===== config.mk =====
export PLATFORM = sky130hd
export DESIGN_NAME = key_event_gen
export DESIGN_NICKNAME = d
export VERILOG_FILES = /design/src/rtl/game_keys_pkg.sv /design/src/rtl/key_stable_timer.sv /design/src/rtl/key_event_gen.sv
export SDC_FILE = /design/constraint.sdc
export NUM_CORES = 1
export LEC_CHECK = 0
export BUFFER_PORTS_ARGS = -buffer_cell sky130_fd_sc_hd__buf_2
export CELL_PAD_IN_SITES_DETAIL_PLACEMENT = 0
export CELL_PAD_IN_SITES_GLOBAL_PLACEMENT = 1
export CORE_MARGIN = 4
export CORE_UTILIZATION = 35
export DETAILED_ROUTE_END_ITERATION = 8
export PLACE_DENSITY = 0.7
export SETUP_SLACK_MARGIN = 0.1
export SKIP_CTS_REPAIR_TIMING = 1
export SLEW_MARGIN = 15
export SYNTH_ARGS = -nofsm -noshare
export SYNTH_HDL_FRONTEND = slang
export SYNTH_HIERARCHICAL = 1
export SYNTH_SLANG_ARGS = --single-unit

===== constraint.sdc =====
create_clock -name Clk -period 3.6 [get_ports Clk]
set_clock_uncertainty 0.2 [all_clocks]
set_input_delay 0.72 -clock Clk [delete_from_list [all_inputs] [get_ports Clk]]
set_output_delay 0.72 -clock Clk [all_outputs]
set_load 0.01 [all_outputs]

===== src/rtl/game_keys_pkg.sv =====
// Shared keycodes and state encoding for the keyboard event path.
package game_keys_pkg;

  localparam logic [7:0] KEY_NONE  = 8'h00;
  localparam logic [7:0] KEY_W     = 8'h1A;
  localparam logic [7:0] KEY_P     = 8'h13;
  localparam logic [7:0] KEY_M     = 8'h10;
  localparam logic [7:0] KEY_SPACE = 8'h2C;

  typedef enum logic [1:0] {
    IDLE   = 2'd0,
    ARMING = 2'd1,
    HELD   = 2'd2
  } key_evt_state_t;

  // Pause and menu must act once per press, even with auto-repeat built in.
  function automatic logic key_repeats(input logic [7:0] code);
    return (code != KEY_P) && (code != KEY_M);
  endfunction

endpackage


===== src/rtl/key_stable_timer.sv =====
// Candidate/counter stability filter: pulses accept in the cycle the counter
// reaches STABLE_CYCLES-1 with an unchanged candidate.
module key_stable_timer #(
  parameter int STABLE_CYCLES = 4,
  parameter int CNT_W         = $clog2(STABLE_CYCLES + 1)
) (
  input  logic       Clk,
  input  logic       Reset,
  input  logic [7:0] code_in,
  output logic       accept,
  output logic [7:0] stable_code
);

  localparam logic [CNT_W-1:0] CNT_MAX = CNT_W'(STABLE_CYCLES);
  localparam logic [CNT_W-1:0] CNT_HIT = CNT_W'(STABLE_CYCLES - 1);

  logic [7:0]       cand_q, cand_d;
  logic [CNT_W-1:0] cnt_q, cnt_d;

  always_comb begin
    cand_d = cand_q;
    cnt_d  = cnt_q;
    if (code_in != cand_q) begin
      cand_d = code_in;
      cnt_d  = '0;
    end else if (cnt_q != CNT_MAX) begin
      cnt_d = cnt_q + CNT_W'(1);
    end else begin
      cnt_d = cnt_q;
    end
    // Fire only on the transition into CNT_HIT so a saturated hold never re-accepts.
    accept = (cnt_d == CNT_HIT) && ((cand_d != cand_q) || (cnt_q != CNT_HIT));
  end

  assign stable_code = cand_d;

  always_ff @(posedge Clk) begin
    if (Reset) begin
      cand_q <= 8'h00;
      cnt_q  <= '0;
    end else begin
      cand_q <= cand_d;
      cnt_q  <= cnt_d;
    end
  end

endmodule


===== src/rtl/key_event_gen.sv =====
// Debounced keycode -> one-cycle event converter with jump/any-key levels.
// Optional auto-repeat is built when KEY_AUTO_REPEAT_EN is defined.
module key_event_gen
  import game_keys_pkg::*;
#(
`ifdef KEY_AUTO_REPEAT_EN
  parameter int         REPEAT_DELAY  = 25_000_000,
  parameter int         REPEAT_PERIOD = 5_000_000,
`endif
  parameter int         STABLE_CYCLES = 50000,
  parameter logic [7:0] JUMP_KEY      = KEY_W
) (
  input  logic       Clk,
  input  logic       Reset,
  input  logic [7:0] keycode_raw,
  output logic [7:0] keycode_evt,
  output logic       evt_valid,
  output logic       jump_held,
  output logic       key_down
);

  localparam int CNT_W = $clog2(STABLE_CYCLES + 1);

  key_evt_state_t state_q, state_d;
  logic [7:0]     raw_q;
  logic [7:0]     acc_q, acc_d;
  logic [7:0]     keycode_evt_q, keycode_evt_d;
  logic           evt_valid_q, evt_valid_d;
  logic           jump_held_q, jump_held_d;
  logic           key_down_q, key_down_d;
  logic           accept;
  logic [7:0]     stable_code;
  logic           evt_fire;

`ifdef KEY_AUTO_REPEAT_EN
  logic [31:0] rpt_cnt_q, rpt_cnt_d;
  logic        rpt_first_q, rpt_first_d;
  logic [31:0] rpt_limit;
`endif

  key_stable_timer #(
    .STABLE_CYCLES(STABLE_CYCLES),
    .CNT_W        (CNT_W)
  ) u_timer (
    .Clk        (Clk),
    .Reset      (Reset),
    .code_in    (raw_q),
    .accept     (accept),
    .stable_code(stable_code)
  );

  always_ff @(posedge Clk) begin
    if (Reset) begin
      state_q       <= IDLE;
      raw_q         <= KEY_NONE;
      acc_q         <= KEY_NONE;
      keycode_evt_q <= KEY_NONE;
      evt_valid_q   <= 1'b0;
      jump_held_q   <= 1'b0;
      key_down_q    <= 1'b0;
`ifdef KEY_AUTO_REPEAT_EN
      rpt_cnt_q     <= 32'd0;
      rpt_first_q   <= 1'b1;
`endif
    end else begin
      state_q       <= state_d;
      raw_q         <= keycode_raw;
      acc_q         <= acc_d;
      keycode_evt_q <= keycode_evt_d;
      evt_valid_q   <= evt_valid_d;
      jump_held_q   <= jump_held_d;
      key_down_q    <= key_down_d;
`ifdef KEY_AUTO_REPEAT_EN
      rpt_cnt_q     <= rpt_cnt_d;
      rpt_first_q   <= rpt_first_d;
`endif
    end
  end

  always_comb begin
    state_d  = state_q;
    acc_d    = acc_q;
    evt_fire = 1'b0;
    case (state_q)
      IDLE: begin
        if (stable_code != KEY_NONE) begin
          if (accept) begin
            acc_d    = stable_code;
            evt_fire = 1'b1;
            state_d  = HELD;
          end else begin
            state_d = ARMING;
          end
        end else begin
          state_d = IDLE;
        end
      end
      ARMING: begin
        if (stable_code == KEY_NONE) begin
          state_d = IDLE;
        end else if (accept) begin
          acc_d    = stable_code;
          evt_fire = 1'b1;
          state_d  = HELD;
        end else begin
          state_d = ARMING;
        end
      end
      HELD: begin
        if (accept) begin
          if (stable_code == KEY_NONE) begin
            acc_d   = KEY_NONE;
            state_d = IDLE;
          end else if (stable_code != acc_q) begin
            acc_d    = stable_code;
            evt_fire = 1'b1;
          end else begin
            state_d = HELD;
          end
        end else begin
          state_d = HELD;
        end
      end
      default: begin
        state_d = IDLE;
        acc_d   = KEY_NONE;
      end
    endcase

`ifdef KEY_AUTO_REPEAT_EN
    // Any fresh acceptance, rollover or release restarts the repeat schedule.
    rpt_limit   = rpt_first_q ? 32'(REPEAT_DELAY) : 32'(REPEAT_PERIOD);
    rpt_cnt_d   = 32'd0;
    rpt_first_d = 1'b1;
    if ((state_q == HELD) && (state_d == HELD) && !evt_fire && key_repeats(acc_q)) begin
      rpt_first_d = rpt_first_q;
      if (rpt_cnt_q == rpt_limit - 32'd1) begin
        evt_fire    = 1'b1;
        rpt_cnt_d   = 32'd0;
        rpt_first_d = 1'b0;
      end else begin
        rpt_cnt_d = rpt_cnt_q + 32'd1;
      end
    end else begin
      rpt_cnt_d   = 32'd0;
      rpt_first_d = 1'b1;
    end
`endif
  end

  always_comb begin
    evt_valid_d = evt_fire;
    if (evt_fire) begin
      keycode_evt_d = acc_d;
    end else begin
      keycode_evt_d = KEY_NONE;
    end
    jump_held_d = (acc_d == JUMP_KEY);
    key_down_d  = (acc_d != KEY_NONE);
  end

  assign keycode_evt = keycode_evt_q;
  assign evt_valid   = evt_valid_q;
  assign jump_held   = jump_held_q;
  assign key_down    = key_down_q;

endmodule


==> out/metrics.csv, run 1 <==
stage,metric,value,unit
pwr,power_density,348,nW/um^2
route,dr.pass1.iters,4,
route,drt_iter0_drc,46,
place,place_area,2620,sq um
worst_setup_path,cp_top_family,simple AND/OR/NAND/NOR gates,
worst_setup_path,slowest_stage,dfxtp_4,
sta,fin_crit,3270,ps
place,port_buffers,20,
cts,cts_sinks,53,
worst_setup_path,worst-path-buf-inv,2,
route,drcViolationCount,0,
route,wl_per_cell,13.1,um
floorplanning,core,6760,sq um
synth,ys.flop_type,dfxtp_1,
grt,grt_max_degree,30,
synth,synth.distinct_cells,44,
cts,cts_buffer_depth,2,
floorplanning,initial_utilization,35.7,%
synth,synthArstFlopShare,0,%
synth,synth_top_area_share,44.0,%
floorplanning,ioPinCount,21,
place,place_hpwl,3370,um
pwr,p_leak,1.05,nW
synth,synth_nets,277,
synth,ys_seq_area_share,44.0,%
sta,timing.final.hold_violations,0,
worst_setup_path,crit_chain,"inv_1, ha_1, nand2_1, nor4_2, o2111ai_1, a2111oi_2, buf_4, nand3_1, and3b_4, and2_4, a221oi_2, and4_1, and4_1",
grt,grt_pass1_wl,8140,um
floorplanning,die_area,8290,sq um
grt,track_usage,12.0,%
layout,drive_gt1_share,24.2,%
cts,cts.clk_slew.worst_paths,90,ps
sta,fmax,306,MHz
worst_setup_path,end_kind,flip-flop,
worst_setup_path,max_stage_delay,400,ps
synth,syn_area,2410,sq um
run_status,status,finished clean,
worst_setup_path,crit_required,3660,ps
floorplanning,rows,30,
grt,grt_pass1_vias,1685,
floorplanning,die_y,91.0,um
synth,synthTopCellsByArea,"dfxtp_1 44%, nor2_1 7.3%, xnor2_1 6.5%, xor2_1 5.1%, nor2b_1 4.1%",
layout,antenna_cells,0,
sta,fin_ws,334,ps
worst_setup_path,path_max_fanout,8,
worst_setup_path,cp-start-kind,flip-flop,
sta,fin_setup_tns,0,ps
route,vias,1857,
worst_setup_path,arrival,3320,ps
sta,slew-limit-headroom,62.3,%
worst_hold_path,hold_class,flip-flop to flip-flop,
synth,syn_inst,265,
route,viasPerCell,4.98,
pwr,ir_worst_vdd,0.180,mV
floorplanning,die_width,91.0,um
synth,yosysTopAreaCell,dfxtp_1,
worst_setup_path,critical_path_class,flip-flop to flip-flop,
worst_setup_path,cp_common_cell,and4_1,
layout,area_delta_synth_final,16.4,%
sta,tightestPinTransition,566,ps
pwr,power,0.979,mW
cts,cts_root_buf,clkbuf_8,
route,postRouteAntennaNets,0,
grt,antenna_found_initial,0,
place,place_ws,94.4,ps
place,gp_congestion,0.829,
cts,cts_buffers,5,
sta,setup_viol,0,
sta,rsz0062_at_grt,false,
synth,syn_area_per_cell,9.11,sq um
layout,layout_commonest_cell,dfxtp_1,
synth,synth_edf_count,0,
synth,yosys_warnings,6,
job,cap_violations,0,
cts,cts_tree,built,
grt,grt-ovfl-total,0,
cts,h-tree-depth,2,
sta,fin_crit_sh,90.7,%
layout,fin_area,2810,sq um
sta,slew_viol_final,0,
layout,layout_common_cells,"49 x dfxtp_1, 46 x nor2_1, 20 x buf_2, 20 x buf_4, 18 x xnor2_1",
synth,synth-seq-cells,53,
route,wirelength,4890,um
cts,insertion_delay,310,ps
layout,nets,305,
## synthesized netlist by cell type (2+ instances only)
cell type / number
nor3_1: 3
nand4_1: 6
clkbuf_1: 18
a21oi_1: 10
xor2_1: 14
inv_2: 2
inv_1: 3
xnor2_1: 18
nand2b_1: 3
nor2_1: 47
and4_1: 2
and3_1: 2
a22oi_1: 5
nor4_1: 3
nor2b_1: 16
a221oi_2: 3
nand3_1: 8
nand2_1: 10
dfxtp_1: 53
mux2_1: 3
mux2i_1: 3
a31oi_1: 4
ha_1: 2
nand3b_1: 4
nor4_2: 4
## report_power, final
group / switching, mW / internal [mW] / total, mW / leakage (nW)
clock network: 0.193 / 0.134 / 0.327 / 0.0402
registers: 0.0125 / 0.595 / 0.607 / 0.433
logic: 0.0214 / 0.0228 / 0.0442 / 0.577
total: 0.227 / 0.752 / 0.979 / 1.05
## registers in the layout, summed over array words and instances (netlist names)
signal / count
raw_q: 8
evt_valid: 1
acc_q: 8
jump_held: 1
keycode_evt: 8
key_down: 1
u_timer/cnt_q: 16
state_q: 2
u_timer/cand_q: 8
## cell families after synthesis
logic type | after synthesis | share of synthesized area [%]
AO/OA/AOI/OAI | 31 | 10.2
AND/OR/NAND/NOR | 117 | 26.8
buffers and inverters | 24 | 3.78
flip-flops | 53 | 44.0
adder cells (fa/ha/maj) | 2 | 1.04
multiplexers | 6 | 2.64
XOR/XNOR | 32 | 11.6
## worst reg2reg max path, cell delays in order (launching register included)
cell and delay (ps):
dfxtp_4 400, inv_1 50, ha_1 280, nand2_1 60, nor4_2 270, o2111ai_1 200, a2111oi_2 300, buf_4 210
nand3_1 90, and3b_4 220, and2_4 160, a221oi_2 320, and4_1 260, and4_1 180
## layer usage
metal,share of wire [%],vias to the layer above,GRT usage [%]
li1,-,951,-
met1,49,856,15.9
met2,46,37,18.5
met3,3.5,13,3.81
met4,1.6,0,4.27
met5,0,-,0
## cell type report
class	instances	area, sq um
Fill cell	675	3950
Multi-Input combinational cell	188	1290
Sequential cell	53	1070
Timing Repair Buffer	40	250
Tap cell	80	100
Clock buffer	5	68.8
Inverter	5	18.8
Clock inverter	2	16.3
## metrics by stage
| step | util (%) | cells | hold slack [ps] |
|---|---|---|---|
| floorplan | - | 265 | 268 |
| global placement | 38.8 | 357 | 343 |
| detailed placement | 38.8 | 357 | 366 |
| CTS | 40.1 | 364 | 384 |
| global route | 41.6 | 373 | 402 |
| finish | 41.6 | 373 | 369 |
## path summary, 6_finish.rpt
path	startpoint	to	depth (start not counted)	slack, ps
worst max-delay path	u_timer/cnt_q[0]	jump_held	13	330
worst min-delay path	u_timer/cnt_q[1]	u_timer/cnt_q[1]	2	370
worst max register to register	u_timer/cnt_q[0]	jump_held	13	330
worst min register to register	u_timer/cnt_q[1]	u_timer/cnt_q[1]	2	370
Power figures use the tool's default switching activity.
==> run 2, diff against run 1 <==
--- a/config.mk
+++ b/config.mk
@@ -11,11 +11,10 @@
 export CORE_MARGIN = 4
 export CORE_UTILIZATION = 35
 export DETAILED_ROUTE_END_ITERATION = 8
-export PLACE_DENSITY = 0.7
+export PLACE_DENSITY_LB_ADDON = 0.2
 export SETUP_SLACK_MARGIN = 0.1
 export SKIP_CTS_REPAIR_TIMING = 1
 export SLEW_MARGIN = 15
 export SYNTH_ARGS = -nofsm -noshare
 export SYNTH_HDL_FRONTEND = slang
-export SYNTH_HIERARCHICAL = 1
 export SYNTH_SLANG_ARGS = --single-unit
==> out/metrics.csv, run 2 <==
stage,metric,value,unit,change
worst_setup_path,worst-path-buf-inv,0,,was 2
synth,synth_top_area_share,40.9,%,was 44.0%
floorplanning,ioPinCount,21,,unchanged
worst_hold_path,hold_class,flip-flop to flip-flop,,unchanged
pwr,ir_worst_vdd,0.169,mV,was 0.180 mV
sta,fin_crit,3270,ps,about the same
route,wirelength,5300,um,was 4890 um
layout,final_util,40.9,%,was 41.6%
synth,synthArstFlopShare,0,%,unchanged
synth,yosys_warnings,0,,was 6
sta,fin_ws,329,ps,was 334 ps
layout,nets,313,,was 305
place,place_area,2840,sq um,was 2620 sq um
worst_hold_path,min_delay_worst_endpoint,u_timer.cnt_q[13],,was u_timer/cnt_q[1]
job,cap_violations,0,,unchanged
sta,fin_setup_tns,0,ps,unchanged
layout,layout_common_cells,"51 x dfxtp_1, 34 x nor2_1, 22 x xnor2_1",,"was 49 x dfxtp_1, 46 x nor2_1, 20 x buf_2, 20 x buf_4, 18 x xnor2_1"
place,place_ws,112,ps,was 94.4 ps
floorplanning,rows,31,,was 30
route,wl_per_cell,13.2,um,was 13.1 um
pwr,power_density,348,nW/um^2,about the same
route,viasPerCell,4.87,,was 4.98
worst_setup_path,slowest_stage,or4_4,,was dfxtp_4
route,drcViolationCount,0,,unchanged
floorplanning,die_width,94.1,um,was 91.0 um
worst_setup_path,crit_chain,"or4b_4, or4_4, a21oi_4, a2111oi_0, and3b_2, mux2i_1, o22a_1, nor4_1, and4_1",,"was inv_1, ha_1, nand2_1, nor4_2, o2111ai_1, a2111oi_2, buf_4, nand3_1, and3b_4, and2_4, a221oi_2, and4_1, and4_1"
grt,grt-ovfl-total,0,,unchanged
synth,synth_nets,288,,was 277
sta,tightestPinTransition,579,ps,was 566 ps
cts,cts_buffers,5,,unchanged
floorplanning,die_y,94.1,um,was 91.0 um
cts,cts_root_buf,clkbuf_8,,unchanged
layout,fin_area,2950,sq um,was 2810 sq um
synth,syn_area_per_cell,9.40,sq um,was 9.11 sq um
route,drt_iter0_drc,37,,was 46
worst_setup_path,r2r_setup_slack,330,ps,about the same
worst_setup_path,end_kind,flip-flop,,unchanged
synth,synthTopCellsByArea,"dfxtp_1 41%, xnor2_1 7.4%, nor2_1 4.9%, nor2b_1 4.3%, mux2i_1 4.2%",,"was dfxtp_1 44%, nor2_1 7.3%, xnor2_1 6.5%, xor2_1 5.1%, nor2b_1 4.1%"
route,vias,1953,,was 1857
sta,slew_viol_final,0,,unchanged
layout,antenna_cells,0,,unchanged
grt,antenna_found_initial,0,,unchanged
synth,ys.flop_type,dfxtp_1,,unchanged
route,postRouteAntennaNets,0,,unchanged
floorplanning,initial_utilization,36.0,%,was 35.7%
worst_setup_path,arrival,3340,ps,was 3320 ps
cts,cts.clk_slew.worst_paths,100,ps,was 90 ps
floorplanning,die_area,8850,sq um,was 8290 sq um
synth,synth_edf_count,0,,unchanged
worst_setup_path,critical_path_class,flip-flop to flip-flop,,unchanged
layout,regMostFlops,u_timer.cnt_q,,was u_timer/cnt_q
grt,track_usage,13.2,%,was 12.0%
worst_setup_path,worstReg2RegEnd,jump_held,,unchanged
place,place_hpwl,3870,um,was 3370 um
cts,insertion_delay,310,ps,about the same
pwr,p_leak,1.02,nW,was 1.05 nW
worst_setup_path,path_max_fanout,6,,was 8
route,dr.pass1.iters,4,,unchanged
layout,drive_gt1_share,20.9,%,was 24.2%
sta,setup_viol,0,,unchanged
grt,grt_pass1_vias,1914,,was 1685
synth,synth-seq-cells,53,,unchanged
synth,ys_seq_area_share,40.9,%,was 44.0%
place,dp.cells,392,,was 357
synth,synth.distinct_cells,55,,was 44
worst_setup_path,max_stage_delay,610,ps,was 400 ps
layout,fill_cells,778,,was 675
synth,yosysMostFrequentCell,dfxtp_1,,unchanged
worst_setup_path,r2r_start,u_timer.cnt_q[5],,was u_timer/cnt_q[0]
sta,slew-limit-headroom,61.4,%,was 62.3%
synth,syn_inst,276,,was 265
sta,fmax,306,MHz,about the same
cts,h-tree-depth,2,,unchanged
layout,largest_register_ffs,16,,unchanged
worst_setup_path,crit_required,3670,ps,was 3660 ps
place,port_buffers,20,,unchanged
layout,area_delta_synth_final,13.8,%,was 16.4%
cts,cts_sinks,53,,unchanged
grt,grt_pass1_wl,9230,um,was 8140 um
worst_setup_path,cp-start-kind,flip-flop,,unchanged
cts,cts_tree,built,,unchanged
synth,synth_common_cells,"53 x dfxtp_1, 34 x nor2_1, 22 x xnor2_1",,"was 53 x dfxtp_1, 47 x nor2_1, 18 x clkbuf_1, 18 x xnor2_1, 16 x nor2b_1"
cts,cts_buffer_depth,2,,unchanged
layout,instances_no_fill,401,,was 373
worst_hold_path,min_path_cells,2,,unchanged
worst_hold_path,holdCritStartpoint,u_timer.cnt_q[13],,was u_timer/cnt_q[1]
run_status,status,finished clean,,unchanged
place,gp_congestion,0.753,,was 0.829
grt,grt_max_degree,32,,was 30
synth,yosysTopAreaCell,dfxtp_1,,unchanged
synth,syn_area,2590,sq um,was 2410 sq um
sta,rsz0062_at_grt,false,,unchanged
worst_setup_path,r2r_cells,9,,was 13
layout,layout_commonest_cell,dfxtp_1,,unchanged
worst_setup_path,cp_top_family,simple AND/OR/NAND/NOR gates,,unchanged
sta,fin_crit_sh,90.9,%,was 90.7%
floorplanning,core,7210,sq um,was 6760 sq um
sta,timing.final.hold_violations,0,,unchanged
-- run 2: worst max-delay path by stage --
stage | endpoint | startpoint | depth (start not counted)
after floorplan | jump_held | u_timer.cnt_q[0] | 13
after global placement | jump_held | u_timer.cnt_q[0] | 10
after detailed placement | jump_held | u_timer.cnt_q[0] | 10
after CTS | jump_held | u_timer.cnt_q[0] | 10
after global routing | jump_held | u_timer.cnt_q[0] | 10
final | jump_held | u_timer.cnt_q[5] | 9
-- run 2: worst min-delay path: cells and delay by family (launching register included) --
kind	cells	cell delay, ps
DFF	1	350
AOI/OAI and AO/OA	2	140
-- run 2: final cells by class --
cell class / instances / area [sq um] / share of cell area [%]
multi-input combinational: 201 / 1440 / 48.7
timing repair buffer: 34 / 205 / 6.95
inverter: 6 / 22.5 / 0.763
sequential: 53 / 1060 / 36.0
clock buffer: 6 / 82.6 / 2.80
clock inverter: 2 / 17.5 / 0.593
tap: 99 / 124 / 4.19
-- run 2: through the flow --
step | power (mW) | hold slack (ps)
finish | 1.03 | 333
global placement | 0.670 | 313
global route | 1.08 | 391
detailed placement | 0.671 | 313
CTS | 1.04 | 342
floorplan | 0.651 | 280
-- run 2: report_power, final --
part / internal [mW] / switching, mW
combinational: 0.0261 / 0.0263
clock: 0.160 / 0.212
sequential: 0.596 / 0.00780
-- run 2: cells by family (layout without fill, tap and decap cells) --
group	Yosys count	after routing	share of synthesized area, %
and+or+nand+nor	126	126	29.6
DFF	53	53	40.9
AOI/OAI and AO/OA	33	33	10.5
xor gates and xnor gates	28	28	9.45
buffers and inverters	22	48	3.96
muxes	12	12	4.68
adders and majority gates	2	2	0.965
-- run 2: routing by layer --
layer / GRT usage (%) / vias up / share of wire, %
met3: 3.21 / 7 / 2.5
li1: - / 1015 / -
met5: 0 / - / 0
met2: 21.5 / 16 / 45
met4: 3.97 / 0 / 1.3
met1: 17.2 / 915 / 51
